File: src/rtl/id_ex_pipe_if.sv
// ID/EX stage bundle: decoded ID operands/control in, registered EX copies and stall
// control out. The pipe register attaches as slave; the ID-side driver attaches as master.
interface id_ex_pipe_if #(
    parameter int unsigned CNT_W = 16
);
    logic             flush;
    logic             stall_ex;
    logic             id_valid;
    logic             id_re1;
    logic             id_re2;
    logic [4:0]       id_raddr1;
    logic [4:0]       id_raddr2;
    logic [31:0]      id_pc;
    logic [31:0]      id_inst;
    logic [7:0]       id_aluop;
    logic [2:0]       id_alusel;
    logic [31:0]      id_reg1;
    logic [31:0]      id_reg2;
    logic             id_we;
    logic [4:0]       id_waddr;
    logic             id_is_in_delayslot;
    logic             id_next_in_delayslot;

    logic [31:0]      ex_pc;
    logic [31:0]      ex_inst;
    logic [7:0]       ex_aluop;
    logic [2:0]       ex_alusel;
    logic [31:0]      ex_reg1;
    logic [31:0]      ex_reg2;
    logic             ex_we;
    logic [4:0]       ex_waddr;
    logic             ex_is_in_delayslot;
    logic             is_in_delayslot;
    logic             stall;
    logic [CNT_W-1:0] bubble_cnt;

    modport master (
        output flush, stall_ex, id_valid, id_re1, id_re2, id_raddr1, id_raddr2,
               id_pc, id_inst, id_aluop, id_alusel, id_reg1, id_reg2, id_we, id_waddr,
               id_is_in_delayslot, id_next_in_delayslot,
        input  ex_pc, ex_inst, ex_aluop, ex_alusel, ex_reg1, ex_reg2, ex_we, ex_waddr,
               ex_is_in_delayslot, is_in_delayslot, stall, bubble_cnt
    );

    modport slave (
        input  flush, stall_ex, id_valid, id_re1, id_re2, id_raddr1, id_raddr2,
               id_pc, id_inst, id_aluop, id_alusel, id_reg1, id_reg2, id_we, id_waddr,
               id_is_in_delayslot, id_next_in_delayslot,
        output ex_pc, ex_inst, ex_aluop, ex_alusel, ex_reg1, ex_reg2, ex_we, ex_waddr,
               ex_is_in_delayslot, is_in_delayslot, stall, bubble_cnt
    );
endinterface

File: src/rtl/id_ex_pipe.sv
// ID/EX pipeline register with EX-hazard detection: a read in ID of the register EX is
// about to write stalls IF/ID and injects one bubble, counted by a saturating counter.
module id_ex_pipe #(
    parameter int unsigned CNT_W = 16
) (
    input logic         clk_i,
    input logic         rst_i,
    id_ex_pipe_if.slave bus
);

    typedef struct packed {
        logic [31:0] pc;
        logic [31:0] inst;
        logic [7:0]  aluop;
        logic [2:0]  alusel;
        logic [31:0] reg1;
        logic [31:0] reg2;
        logic        we;
        logic [4:0]  waddr;
        logic        ds;
    } ex_t;

    ex_t              ex_q, ex_d, id_payload;
    logic             ds_q, ds_d;
    logic [CNT_W-1:0] cnt_q, cnt_d;
    logic             haz1, haz2, hazard;

    // Compared against our own registered outputs, so the bubble clears ex_we and the
    // hazard resolves after exactly one cycle.
    assign haz1 = bus.id_valid & bus.id_re1 & (bus.id_raddr1 != 5'd0) & ex_q.we &
                  (ex_q.waddr == bus.id_raddr1);
    assign haz2 = bus.id_valid & bus.id_re2 & (bus.id_raddr2 != 5'd0) & ex_q.we &
                  (ex_q.waddr == bus.id_raddr2);
    assign hazard = haz1 | haz2;

    assign id_payload = '{
        pc:     bus.id_pc,
        inst:   bus.id_inst,
        aluop:  bus.id_aluop,
        alusel: bus.id_alusel,
        reg1:   bus.id_reg1,
        reg2:   bus.id_reg2,
        we:     bus.id_we,
        waddr:  bus.id_waddr,
        ds:     bus.id_is_in_delayslot
    };

    always_comb begin
        ex_d  = ex_q;
        ds_d  = ds_q;
        cnt_d = cnt_q;
        if (bus.flush) begin
            ex_d = '0;
            ds_d = 1'b0;
        end else if (bus.stall_ex) begin
            // hold everything, including a pending hazard
        end else if (hazard) begin
            ex_d = '0;
            if (cnt_q != {CNT_W{1'b1}}) begin
                cnt_d = cnt_q + CNT_W'(1);
            end
        end else begin
            ex_d = bus.id_valid ? id_payload : '0;
            ds_d = bus.id_next_in_delayslot;
        end
    end

    always_ff @(posedge clk_i) begin
        if (rst_i) begin
            ex_q  <= '0;
            ds_q  <= 1'b0;
            cnt_q <= '0;
        end else begin
            ex_q  <= ex_d;
            ds_q  <= ds_d;
            cnt_q <= cnt_d;
        end
    end

    assign bus.ex_pc              = ex_q.pc;
    assign bus.ex_inst            = ex_q.inst;
    assign bus.ex_aluop           = ex_q.aluop;
    assign bus.ex_alusel          = ex_q.alusel;
    assign bus.ex_reg1            = ex_q.reg1;
    assign bus.ex_reg2            = ex_q.reg2;
    assign bus.ex_we              = ex_q.we;
    assign bus.ex_waddr           = ex_q.waddr;
    assign bus.ex_is_in_delayslot = ex_q.ds;
    assign bus.is_in_delayslot    = ds_q;
    assign bus.stall              = bus.stall_ex | hazard;
    assign bus.bubble_cnt         = cnt_q;

endmodule

File: src/flat_wrapper.sv
// flat-port wrapper written by rule: the top's interface ports become plain ports
module id_ex_pipe_flat 
#(
    parameter int unsigned CNT_W = 16
)
  (clk_i, rst_i, bus_flush, bus_stall_ex, bus_id_valid, bus_id_re1, bus_id_re2, bus_id_raddr1, bus_id_raddr2, bus_id_pc, bus_id_inst, bus_id_aluop, bus_id_alusel, bus_id_reg1, bus_id_reg2, bus_id_we, bus_id_waddr, bus_id_is_in_delayslot, bus_id_next_in_delayslot, bus_ex_pc, bus_ex_inst, bus_ex_aluop, bus_ex_alusel, bus_ex_reg1, bus_ex_reg2, bus_ex_we, bus_ex_waddr, bus_ex_is_in_delayslot, bus_is_in_delayslot, bus_stall, bus_bubble_cnt);
  id_ex_pipe_if #(.CNT_W(CNT_W)) bus_i ();
  input logic clk_i;
  input logic rst_i;
  input wire logic [$bits(bus_i.flush)-1:0] bus_flush;
  input wire logic [$bits(bus_i.stall_ex)-1:0] bus_stall_ex;
  input wire logic [$bits(bus_i.id_valid)-1:0] bus_id_valid;
  input wire logic [$bits(bus_i.id_re1)-1:0] bus_id_re1;
  input wire logic [$bits(bus_i.id_re2)-1:0] bus_id_re2;
  input wire logic [$bits(bus_i.id_raddr1)-1:0] bus_id_raddr1;
  input wire logic [$bits(bus_i.id_raddr2)-1:0] bus_id_raddr2;
  input wire logic [$bits(bus_i.id_pc)-1:0] bus_id_pc;
  input wire logic [$bits(bus_i.id_inst)-1:0] bus_id_inst;
  input wire logic [$bits(bus_i.id_aluop)-1:0] bus_id_aluop;
  input wire logic [$bits(bus_i.id_alusel)-1:0] bus_id_alusel;
  input wire logic [$bits(bus_i.id_reg1)-1:0] bus_id_reg1;
  input wire logic [$bits(bus_i.id_reg2)-1:0] bus_id_reg2;
  input wire logic [$bits(bus_i.id_we)-1:0] bus_id_we;
  input wire logic [$bits(bus_i.id_waddr)-1:0] bus_id_waddr;
  input wire logic [$bits(bus_i.id_is_in_delayslot)-1:0] bus_id_is_in_delayslot;
  input wire logic [$bits(bus_i.id_next_in_delayslot)-1:0] bus_id_next_in_delayslot;
  output wire logic [$bits(bus_i.ex_pc)-1:0] bus_ex_pc;
  output wire logic [$bits(bus_i.ex_inst)-1:0] bus_ex_inst;
  output wire logic [$bits(bus_i.ex_aluop)-1:0] bus_ex_aluop;
  output wire logic [$bits(bus_i.ex_alusel)-1:0] bus_ex_alusel;
  output wire logic [$bits(bus_i.ex_reg1)-1:0] bus_ex_reg1;
  output wire logic [$bits(bus_i.ex_reg2)-1:0] bus_ex_reg2;
  output wire logic [$bits(bus_i.ex_we)-1:0] bus_ex_we;
  output wire logic [$bits(bus_i.ex_waddr)-1:0] bus_ex_waddr;
  output wire logic [$bits(bus_i.ex_is_in_delayslot)-1:0] bus_ex_is_in_delayslot;
  output wire logic [$bits(bus_i.is_in_delayslot)-1:0] bus_is_in_delayslot;
  output wire logic [$bits(bus_i.stall)-1:0] bus_stall;
  output wire logic [$bits(bus_i.bubble_cnt)-1:0] bus_bubble_cnt;
  assign bus_i.flush = bus_flush;
  assign bus_i.stall_ex = bus_stall_ex;
  assign bus_i.id_valid = bus_id_valid;
  assign bus_i.id_re1 = bus_id_re1;
  assign bus_i.id_re2 = bus_id_re2;
  assign bus_i.id_raddr1 = bus_id_raddr1;
  assign bus_i.id_raddr2 = bus_id_raddr2;
  assign bus_i.id_pc = bus_id_pc;
  assign bus_i.id_inst = bus_id_inst;
  assign bus_i.id_aluop = bus_id_aluop;
  assign bus_i.id_alusel = bus_id_alusel;
  assign bus_i.id_reg1 = bus_id_reg1;
  assign bus_i.id_reg2 = bus_id_reg2;
  assign bus_i.id_we = bus_id_we;
  assign bus_i.id_waddr = bus_id_waddr;
  assign bus_i.id_is_in_delayslot = bus_id_is_in_delayslot;
  assign bus_i.id_next_in_delayslot = bus_id_next_in_delayslot;
  assign bus_ex_pc = bus_i.ex_pc;
  assign bus_ex_inst = bus_i.ex_inst;
  assign bus_ex_aluop = bus_i.ex_aluop;
  assign bus_ex_alusel = bus_i.ex_alusel;
  assign bus_ex_reg1 = bus_i.ex_reg1;
  assign bus_ex_reg2 = bus_i.ex_reg2;
  assign bus_ex_we = bus_i.ex_we;
  assign bus_ex_waddr = bus_i.ex_waddr;
  assign bus_ex_is_in_delayslot = bus_i.ex_is_in_delayslot;
  assign bus_is_in_delayslot = bus_i.is_in_delayslot;
  assign bus_stall = bus_i.stall;
  assign bus_bubble_cnt = bus_i.bubble_cnt;
  id_ex_pipe #(.CNT_W(CNT_W)) u_core (.clk_i(clk_i), .rst_i(rst_i), .bus(bus_i));
endmodule
File: config.mk
export PLATFORM = sky130hd
export DESIGN_NAME = id_ex_pipe_flat
export DESIGN_NICKNAME = d
export VERILOG_FILES = /design/src/rtl/id_ex_pipe_if.sv /design/src/rtl/id_ex_pipe.sv /design/src/flat_wrapper.sv
export SDC_FILE = /design/constraint.sdc
export NUM_CORES = 1
export LEC_CHECK = 0
export CORE_AREA = 4 4 126 128
export DETAILED_ROUTE_END_ITERATION = 16
export DIE_AREA = 0 0 130 132
export HOLD_SLACK_MARGIN = 0.06
export PLACE_DENSITY = 0.81
export SLEW_MARGIN = 40
export SYNTH_ARGS = -nofsm -noshare
export SYNTH_HDL_FRONTEND = slang
export SYNTH_SLANG_ARGS = --single-unit
File: constraint.sdc
create_clock -name clk_i -period 5.87 [get_ports clk_i]
set_clock_uncertainty 0.05 [all_clocks]
set_input_delay 1.174 -clock clk_i [delete_from_list [all_inputs] [get_ports clk_i]]
set_output_delay 1.174 -clock clk_i [all_outputs]
set_load 0.01 [all_outputs]
==> reports/results.tsv <==
metric	value	unit
initial antenna violation count	0	
vias in the first global route	5197	
#FFs+latches synth	163	
crit-path max FO	17	
Max Freq	0.232	GHz
CP cell instances	clkdlybuf4s50_1 > nor4_1 > o21ai_0 > nand4_1 > buf_4 > nand3_1 > clkdlybuf4s50_1	
Clock Pin Slew Worst Setup and Hold Paths	0.07	ns
syn nets	633	
number of synthesized flops with an enable pin	0	
H-tree lvl count	4	
antenna-violating nets left	0	
Hold Path Sink	u_core.bus.is_in_delayslot$_SDFFE_PP0P_	
CP required	4.65	ns
I/O Pins	328	
share of cells above drive strength 1	0.0855	
CP Class	primary input to primary output	
Worst R2R End	u_core.bus.ex_pc[2]$_SDFFE_PP0N_	
Worst Hold Class	register to register	
TritonRoute pass-1 iters	4	
hold violation total from the final report	0	
period utilization	0.734	
Die W	130	um
postcts setup bufs	0	
fillcell total	1103	
WHS	0.423	ns
Synth top area share	0.582	
Multi-input gate area	2150	sq um
Design Power	0.00243	W
switching pwr	0.000544	W
HPWL after DPL	13700	um
register area	3260	sq um
most frequent CP cell	clkdlybuf4s50_1	
Comb pwr share	0.091	
Post-Syn Instances	468	
crit start category	primary input	
max-cap viol count	0	
global-route usage over all layers	0.207	
flop2flop setup slack	3.24	ns
drt via density	5.08	
Routed WL	18300	um
Syn Area/Cell	12.0	sq um
core area	14900	sq um
Slew headroom	0.445	
initial core utilization	0.377	
P_leak	3.61	nW
CTS tree	yes	
Setup crit end kind	primary output	
CP peak stage delay	0.53	ns
CTS resizes	0	
worst-margin pin slew	0.833	ns
commonest non-fill, non-tap cell in the layout	clkdlybuf4s50_1	
GPL Wtd Cong	0.810	
Die H	132	um
Synth area leader	dfxtp_1	
total CTS buffers	17	
area grow syn2layout	71.0	%
pre-CTS setup slack	1.56	ns
CTS Buffer Depth	2	
Worst path top cell family by delay	buffers and inverters	
antenna cells	0	
synth warn	0	
clk_lat worst skew	0.42	ns
Synth cell types	31	
most frequent cells in the layout	clkdlybuf4s50_1, dfxtp_1, a22o_1	
Via Count	4995	
total die area	17200	sq um
post-route DRC violation count	0	
setup ws final	1.56	ns
worst hold stages	2	
FFs w/ async S/R, synth	0	
Nets	947	
Clock Root Buffer	clkbuf_16	
worst reg2reg path depth	7	
Internal	0.00189	W
sw frac	0.224	
Synth Flop Type	dfxtp_1	
Fin Setup TNS	0	ns
min-delay src	u_core.bus.is_in_delayslot$_SDFFE_PP0P_	
Syn Std Cell Area	5610	sq um
PwrDens	254	nW/um^2
slowest cell on the critical path	clkdlybuf4s50_1	
total gr overflow	0	
unrepaired setup endpoints after global routing	no	
CTS hold repair buffers	0	
clock sink total	163	
Final setup viols	0	
peak supply drop	0.000240	V
Crit Reg-Reg Startpoint	u_core.bus.ex_waddr[4]$_SDFFE_PP0N_	
Max Slew Vio Count	0	
Cell Rows	45	
Arr. time, crit path	3.08	ns
Tmin final	4.31	ns
Area contributors post-synth	dfxtp_1, a22o_1, mux2_4, a211oi_2, nor2_1	
I/O Buffers	327	
sequential share of power	0.468	
DR iter-0 viols	192	
worst path buffer plus inverter count	3	
largest net degree at the start of global routing	85	
clock network power share	0.441	
sequential area share after synthesis	0.582	
status	finished clean	
first-pass GRT wire length	28100	um
DR WL/cell	18.6	um
==> power groups by stage <==
stage	sequential, W	combinational (W)	clock, W
3_5_place_dp	0.00116	0.000222	0
2_1_floorplan	0.00117	0.0000475	0
5_1_grt	0.00114	0.000235	0.00114
6_report	0.00114	0.000222	0.00107
3_3_place_gp	0.00116	0.000217	0
4_1_cts	0.00114	0.000223	0.00110
==> cells in the mapped netlist (all sizes together), types with 2 or more instances <==
cell type / count
nand2: 8
or2: 2
a22o: 146
nand2b: 2
nor3: 4
inv: 7
mux2i: 2
nor4: 2
and3: 2
dfxtp: 163
xnor2: 2
or3: 2
nand4: 5
mux2: 15
xor2: 6
o21ai: 2
buf: 17
a211oi: 9
nor2b: 11
nor2: 23
a2111oi: 5
clkbuf: 22
nand3: 7
==> area by class of cell <==
type	count	share of cell area
clock buffers	20	0.0476
multi-input cells	259	0.225
inverters	7	0.00274
clock inverters	12	0.0125
flip-flops and latches	163	0.340
repair buffers	334	0.348
well taps	188	0.0245
==> state kept, by name (all words and copies together) (netlist names) <==
name                           count
u_core.bus.is_in_delayslot         1
u_core.bus.bubble_cnt             16
u_core.bus.ex_is_in_delayslot      1
u_core.bus.ex_reg2                32
u_core.bus.ex_alusel               3
u_core.bus.ex_reg1                32
u_core.bus.ex_aluop                8
u_core.bus.ex_inst                32
u_core.bus.ex_pc                  32
u_core.bus.ex_waddr                5
u_core.bus.ex_we                   1
==> worst max path at each step <==
stage	cells after the start	to	start	slack, ns
detailed placement	7	bus_stall	bus_id_raddr2[1]	1.56
global route	7	bus_stall	bus_id_raddr2[1]	1.40
global placement	7	bus_stall	bus_id_raddr1[1]	1.65
finish	7	bus_stall	bus_id_raddr2[1]	1.56
CTS	7	bus_stall	bus_id_raddr2[1]	1.56
floorplan	5	bus_stall	bus_id_raddr2[1]	2.49
==> tightest hold or removal path: stages, from the launching register on <==
cell	delay, ns
dfxtp_1	0.31
nand2_1	0.05
mux2i_1	0.06
==> stage by stage <==
step | util | std cells | area [sq um]
final | 0.645 | 983 | 9590
after global routing | 0.645 | 983 | 9590
after CTS | 0.645 | 983 | 9590
after detailed placement | 0.607 | 951 | 9020
after global placement | 0.606 | 950 | 9010
after floorplan | - | 468 | 5610
==> kinds of logic after synthesis <==
group                      share of synthesized area
AOI/OAI and AO/OA                              0.264
DFF                                            0.582
and+or+nand+nor                               0.0633
buffers and inverters                         0.0357
muxes                                         0.0404
xor gates and xnor gates                      0.0125
adders and majority gates                    0.00223
==> layer usage <==
metal  GRT usage  wire (um)  part of all wire  up-vias
met5           0          0                 0        -
met4      0.0837        587             0.032        0
met3      0.0891       1690             0.092       42
met2       0.358       9190              0.50      208
met1       0.219       6800              0.37     2348
li1            -          -                 -     2397
Power figures use the tool's default switching activity.
